===== src/rtl/alu_pipe.sv =====
// ---------------------------------------------------------------------------
// alu_pipe
//
// Elastic, pipelined WIDTH-bit ALU. Operands are selected and the operation is
// evaluated combinationally on the input side; the result and its flags are
// captured into stage 1 on acceptance and then ripple through STAGES-1 further
// delay registers, each with its own valid bit. Bubbles collapse: a stage loads
// whenever it is empty or is handing its contents forward in the same cycle.
// The result of every retired operation is kept in last_result and can be fed
// back as the A operand.
//
// Ports
//   clkpos       system clock, rising-edge active
//   reset        synchronous, active-high reset
//   in_valid     operation offered
//   in_ready     operation accepted when in_valid & in_ready at a rising edge
//   op           000 AND, 001 OR, 010 ADD, 011 SUB, 100 SLT, 101 SLTU,
//                110 XOR, 111 NOR
//   a_sel        A operand: 0 a, 1 pc_in, 2 last_result, 3 zero
//   b_sel        B operand: 0 b, 1 instr_in, 2 instr_in >> 1, 3 constant 2
//   a, b         general operands
//   pc_in        program counter operand
//   instr_in     instruction-word operand
//   out_valid    result available
//   out_ready    consumer accepts result when out_valid & out_ready
//   result       operation result
//   zero         result == 0
//   carry        ADD carry-out / SUB no-borrow, 0 otherwise
//   ovf          signed overflow for ADD/SUB, 0 otherwise
//   last_result  result of the most recently retired operation
// ---------------------------------------------------------------------------
module alu_pipe #(
    parameter int WIDTH  = 16,
    parameter int STAGES = 3
) (
    input  logic             clkpos,
    input  logic             reset,
    input  logic             in_valid,
    output logic             in_ready,
    input  logic [2:0]       op,
    input  logic [1:0]       a_sel,
    input  logic [1:0]       b_sel,
    input  logic [WIDTH-1:0] a,
    input  logic [WIDTH-1:0] b,
    input  logic [WIDTH-1:0] pc_in,
    input  logic [WIDTH-1:0] instr_in,
    output logic             out_valid,
    input  logic             out_ready,
    output logic [WIDTH-1:0] result,
    output logic             zero,
    output logic             carry,
    output logic             ovf,
    output logic [WIDTH-1:0] last_result
);

    localparam int MSB = WIDTH - 1;

    typedef enum logic [2:0] {
        OP_AND  = 3'b000,
        OP_OR   = 3'b001,
        OP_ADD  = 3'b010,
        OP_SUB  = 3'b011,
        OP_SLT  = 3'b100,
        OP_SLTU = 3'b101,
        OP_XOR  = 3'b110,
        OP_NOR  = 3'b111
    } op_e;

    // One pipeline word: the result together with the flags that travel with it.
    typedef struct packed {
        logic [WIDTH-1:0] res;
        logic             zero;
        logic             carry;
        logic             ovf;
    } alu_word_t;

    logic [WIDTH-1:0] opnd_a;
    logic [WIDTH-1:0] opnd_b;
    logic [WIDTH:0]   sum_ext;
    logic [WIDTH:0]   dif_ext;
    op_e              op_code;
    alu_word_t        alu_word;

    alu_word_t         stage_q [STAGES];
    logic [STAGES-1:0] valid_q;
    logic [STAGES-1:0] capture;
    logic              accept;
    logic              retire;

    // -----------------------------------------------------------------------
    // Operand selection
    // -----------------------------------------------------------------------
    always_comb begin
        // NOTE: every combinationally written signal gets a default before the
        // case statements so that no path leaves it unassigned (no latch).
        opnd_a = '0;
        opnd_b = '0;
        case (a_sel)
            2'd0:    opnd_a = a;
            2'd1:    opnd_a = pc_in;
            2'd2:    opnd_a = last_result;   // retired value only, no forwarding
            default: opnd_a = '0;
        endcase
        case (b_sel)
            2'd0:    opnd_b = b;
            2'd1:    opnd_b = instr_in;
            2'd2:    opnd_b = instr_in >> 1; // logical, MSB fills with 0
            default: opnd_b = WIDTH'(2);
        endcase
    end

    // SUB is formed as A + ~B + 1 so that bit WIDTH is the no-borrow carry.
    assign sum_ext = {1'b0, opnd_a} + {1'b0, opnd_b};
    assign dif_ext = {1'b0, opnd_a} + {1'b0, ~opnd_b} + (WIDTH + 1)'(1);
    assign op_code = op_e'(op);

    // -----------------------------------------------------------------------
    // ALU evaluation
    // -----------------------------------------------------------------------
    always_comb begin
        alu_word = '0;
        case (op_code)
            OP_AND: alu_word.res = opnd_a & opnd_b;
            OP_OR:  alu_word.res = opnd_a | opnd_b;
            OP_ADD: begin
                alu_word.res   = sum_ext[MSB:0];
                alu_word.carry = sum_ext[WIDTH];
                alu_word.ovf   = (opnd_a[MSB] == opnd_b[MSB]) &&
                                 (sum_ext[MSB] != opnd_a[MSB]);
            end
            OP_SUB: begin
                alu_word.res   = dif_ext[MSB:0];
                alu_word.carry = dif_ext[WIDTH];
                alu_word.ovf   = (opnd_a[MSB] != opnd_b[MSB]) &&
                                 (dif_ext[MSB] != opnd_a[MSB]);
            end
            // True comparisons, independent of the subtractor's sign bit.
            OP_SLT:  alu_word.res = WIDTH'($signed(opnd_a) < $signed(opnd_b));
            OP_SLTU: alu_word.res = WIDTH'(opnd_a < opnd_b);
            OP_XOR:  alu_word.res = opnd_a ^ opnd_b;
            OP_NOR:  alu_word.res = ~(opnd_a | opnd_b);
        endcase
        alu_word.zero = (alu_word.res == '0);
    end

    // -----------------------------------------------------------------------
    // Elastic flow control
    //
    // Walk from the output stage back to stage 1: a stage may capture when it
    // is empty or when whatever it holds moves on this cycle, and it moves on
    // exactly when the stage after it may capture (out_ready for the last).
    // -----------------------------------------------------------------------
    always_comb begin
        logic downstream_free;
        capture         = '0;
        downstream_free = out_ready;
        for (int k = STAGES - 1; k >= 0; k--) begin
            capture[k]      = !valid_q[k] || downstream_free;
            downstream_free = capture[k];
        end
    end

    assign in_ready  = !reset && capture[0];
    assign accept    = in_valid && in_ready;

    assign out_valid = valid_q[STAGES-1];
    assign result    = stage_q[STAGES-1].res;
    assign zero      = stage_q[STAGES-1].zero;
    assign carry     = stage_q[STAGES-1].carry;
    assign ovf       = stage_q[STAGES-1].ovf;
    assign retire    = out_valid && out_ready;

    // -----------------------------------------------------------------------
    // Pipeline registers and feedback register
    // -----------------------------------------------------------------------
    always_ff @(posedge clkpos) begin
        // NOTE: sequential state uses non-blocking assignments so every stage
        // samples its neighbour's pre-edge value.
        if (reset) begin
            valid_q <= '0;
            // NOTE: the stage data registers are cleared as well, because the
            // presented result and flags must read zero out of reset.
            for (int k = 0; k < STAGES; k++) begin
                stage_q[k] <= '0;
            end
            last_result <= '0;
        end else begin
            if (capture[0]) begin
                valid_q[0] <= accept;
                if (accept) begin
                    stage_q[0] <= alu_word;
                end
            end
            // Data only moves with a valid word, so the output holds its last
            // value across bubbles.
            for (int k = 1; k < STAGES; k++) begin
                if (capture[k]) begin
                    valid_q[k] <= valid_q[k-1];
                    if (valid_q[k-1]) begin
                        stage_q[k] <= stage_q[k-1];
                    end
                end
            end
            if (retire) begin
                last_result <= stage_q[STAGES-1].res;
            end
        end
    end

endmodule


===== config.mk =====
export PLATFORM = sky130hd
export DESIGN_NAME = alu_pipe
export DESIGN_NICKNAME = d
export VERILOG_FILES = /design/src/rtl/alu_pipe.sv
export SDC_FILE = /design/constraint.sdc
export NUM_CORES = 1
export LEC_CHECK = 0
export CAP_MARGIN = 15
export CORE_MARGIN = 1
export CORE_UTILIZATION = 35
export CTS_CLUSTER_DIAMETER = 30
export DETAILED_ROUTE_END_ITERATION = 12
export GPL_TIMING_DRIVEN = 0
export MAX_ROUTING_LAYER = met4
export PLACE_DENSITY_LB_ADDON = 0.15
export SLEW_MARGIN = 20
export SYNTH_ARGS = -nofsm -noshare
export SYNTH_HDL_FRONTEND = slang
export SYNTH_SLANG_ARGS = --single-unit

===== constraint.sdc =====
create_clock -name clkpos -period 5.6 [get_ports clkpos]
set_input_delay 0.84 -clock clkpos [delete_from_list [all_inputs] [get_ports clkpos]]
set_output_delay 0.84 -clock clkpos [all_outputs]
set_load 0.03 [all_outputs]

==> metrics.yaml <==
worstMarginPinSlew_ns: 0.902
drc_errors: 1
rows: 50
cts_tree: "done"
n_antenna_cell: 0
post-route-period-util: 0.934
drt-vias-per-instance: 5.36
ys_seq_area_frac: 0.313
finalSetupTns_ns: 0
synth_top_area_frac: 0.256
crit_chain: "clkbuf_1 > clkbuf_1 > mux2i_1 > nor2_1 > a21oi_1 > ha_1 > buf_2 > nor4_1 > nor3_1 > o41ai_1 > mux2_1 > a211o_1 > o2bb2ai_1 > nor4_2"
dp_hpwl_um: 17000
use_met2: 0.351
grtUsageMet1: 0.311
die_w_um: 140
switchingPower_uw: 596
crit_family: "simple AND/OR/NAND/NOR gates"
fin_crit_ns: 5.23
die_h_um: 140
min_path_type: "flip-flop to flip-flop"
yosys-top-cells-area: "edfxtp_1, ha_1, a21oi_1"
grt_max_degree: 20
drt_iter0_drc: 569
worst-path-buf-inv: 3
netlist_instances: 793
postCtsHoldBufs: 0
drive_gt1_frac: 0.0789
initial_core_util: 0.357
crit_path_end: "stage_q[0][2]"
grt_pass1_vias: 5791
final_util: 0.444
wl_per_cell_um: 18.6
ant_nets: 0
worstSetupEndpointType: "flip-flop"
setup_violations: 0
pwr-share-seq: 0.359
io_pins: 112
clockBufferDepth: 2
cp_common_cell: "clkbuf_1"
dr.pass1.iters: 9
critPathMaxStageDelay_ns: 0.65
status: "finished with violations"
syn_nets: 924
cts_root_buf: "clkbuf_16"
synth_flop_cell: "edfxtp_1"
gp_congestion: 0.941
leakage_uw: 0.00344
track_usage: 0.229
crit_path_start: "b_sel[0]"
clock_latency_ns: 0.33
grt.busiest_layer: "met2"
clk_pin_slew_ns: 0.05
port_buffers: 104
r2r_end: "stage_q[0][2]"
p_comb_frac: 0.342
synthesis.area_mm2: 0.00668
fill_cells: 1882
start_kind: "input port"
fin_cells: 1147
reg2reg_from: "last_result[4]"
final.setup_skew_ns: 0.0102
synth_cell_types: 80
r2r_slack_ns: 1.69
synth-edff-count: 57
ir_drop_v: 0.000149
cap_violations: 0
worst-path-max-fanout: 10
slowest_stage: "nor4_1"
use_met3: 0.0362
relSlewSlack: 0.398
ys_warn_count: 0
h-tree-depth: 3
drt_wl_total_um: 21400
hold_depth: 2
core-area_mm2: 0.0187
synth_top_area_cell: "edfxtp_1"
rsz0062_at_grt: "false"
path_depth: 14
slew_violations: 0
antenna_found_initial: 0
numClockSinks: 76
intPower_uw: 1250
grt_overflow_total: 0
syn_avg_cell_area_um2: 8.43
area_delta_synth_final_pct: 24.2
post-cts-setup-buffers: 0
cts.repair.resized: 0
cts_buffers: 9
violations: "DRC"
p_clk_frac: 0.300
power_density_mw_per_mm2: 222
vias: 6152
ys_ff_latch: 76
fmax_mhz: 191
p_sw_frac: 0.323
crit_type: "input port to flip-flop"
final_nets: 1039
worst-endpoint-arrival_ns: 5.37
die_area_mm2: 0.0197
synthArstFlopShare: 0
finalHoldViolCount: 0
post-place-cells: 1131
crit_required_ns: 5.74
grt_pass1_wl_um: 33100
rr_worst_depth: 12
## worst reg2reg max path: stages (launching register included)
cell,delay (ns)
dfxtp_1,0.37
mux2i_1,0.17
nor2_1,0.06
a21o_1,0.20
ha_1,0.31
buf_2,0.20
nor4_1,0.65
nor3_1,0.20
o41ai_1,0.46
mux2_1,0.38
a211o_1,0.23
o2bb2ai_1,0.17
nor4_2,0.32
## power groups by stage
stage	clock network [µW]	registers (µW)	logic, µW
floorplan	0	673	411
global placement	0	673	617
detailed placement	0	673	618
CTS	563	661	622
global route	594	665	687
finish	552	661	630
## through the flow
stage | cell area (µm²) | total power [µW] | hold slack (ns) | worst slack, ns
after floorplan | 6680 | 1080 | 0.497 | 1.06
after global placement | 8020 | 1290 | 0.477 | 0.0884
after detailed placement | 8020 | 1290 | 0.485 | 0.0440
after CTS | 8300 | 1850 | 0.492 | 0.380
after global routing | 8300 | 1940 | 0.515 | 0.0455
final | 8300 | 1840 | 0.491 | 0.372
## cells in the mapped netlist (all sizes together), types with 4 or more instances
master  count
a211o       4
a211oi     12
a21o       17
a21oi      78
a221oi      4
a31oi       8
and2       47
and3        5
buf        39
clkbuf     30
dfxtp      19
edfxtp     57
ha         54
inv        50
mux2        4
mux2i      32
nand2      62
nand2b     10
nand3      15
nand4       5
nor2       86
nor2b      11
nor3       11
nor4        8
o211ai      9
o21a        4
o21ai      39
o31ai       6
or3         6
or4         6
xnor2       6
## state kept, by name, summed over array words and instances, names as in the netlist
name	cells
last_result	16
stage_q	57
valid_q	3
## area by class of cell
class                           count  area, µm²  share of cell area
Multi-Input combinational cell    598       4010               0.482
Sequential cell                    76       2090               0.252
Timing Repair Buffer              104       1040               0.125
Buffer                             69        398              0.0479
Tap cell                          234        293              0.0353
Clock buffer                       11        233              0.0280
Inverter                           50        188              0.0226
Clock inverter                      5       52.6             0.00633
## placed cells by master (no fill, tap or decap), types with 6 or more instances in the layout
cell,n
nand2_1,62
a211oi_1,9
clkdlybuf4s50_1,104
a21o_1,17
buf_6,6
clkbuf_1,31
a21oi_1,78
nor2b_1,11
inv_1,48
dfxtp_1,19
buf_2,6
xnor2_1,6
buf_4,22
and2_1,47
o211ai_1,9
nor4_1,6
ha_1,54
edfxtp_1,57
nor2_1,86
o21ai_1,7
a31oi_1,7
o21ai_0,31
clkbuf_16,9
mux2i_1,32
nand3_1,15
nand2b_1,10
nor3_1,10
## kinds of logic after synthesis
kind of cell | share of synthesized area
adders and majority gates | 0.107
and+or+nand+nor | 0.210
AOI/OAI and AO/OA | 0.218
buffers and inverters | 0.0876
xor gates and xnor gates | 0.00917
muxes | 0.0547
DFF | 0.313
## worst min path at each step
stage	start	end	slack (ns)
6_report	last_result[8]	last_result[8]	0.49
5_1_grt	last_result[8]	last_result[8]	0.51
4_1_cts	last_result[14]	last_result[14]	0.49
3_5_place_dp	last_result[14]	last_result[14]	0.49
3_3_place_gp	last_result[0]	last_result[0]	0.48
2_1_floorplan	stage_q[0][0]	stage_q[0][19]	0.50
## metal layers
| layer | wire length [µm] | vias to the layer above |
|---|---|---|
| met2 | 9380 | 262 |
| met3 | 1490 | 26 |
| met5 | 0 | - |
| met4 | 482 | 0 |
| met1 | 10000 | 2829 |
| li1 | - | 3035 |
Power figures use the tool's default switching activity.
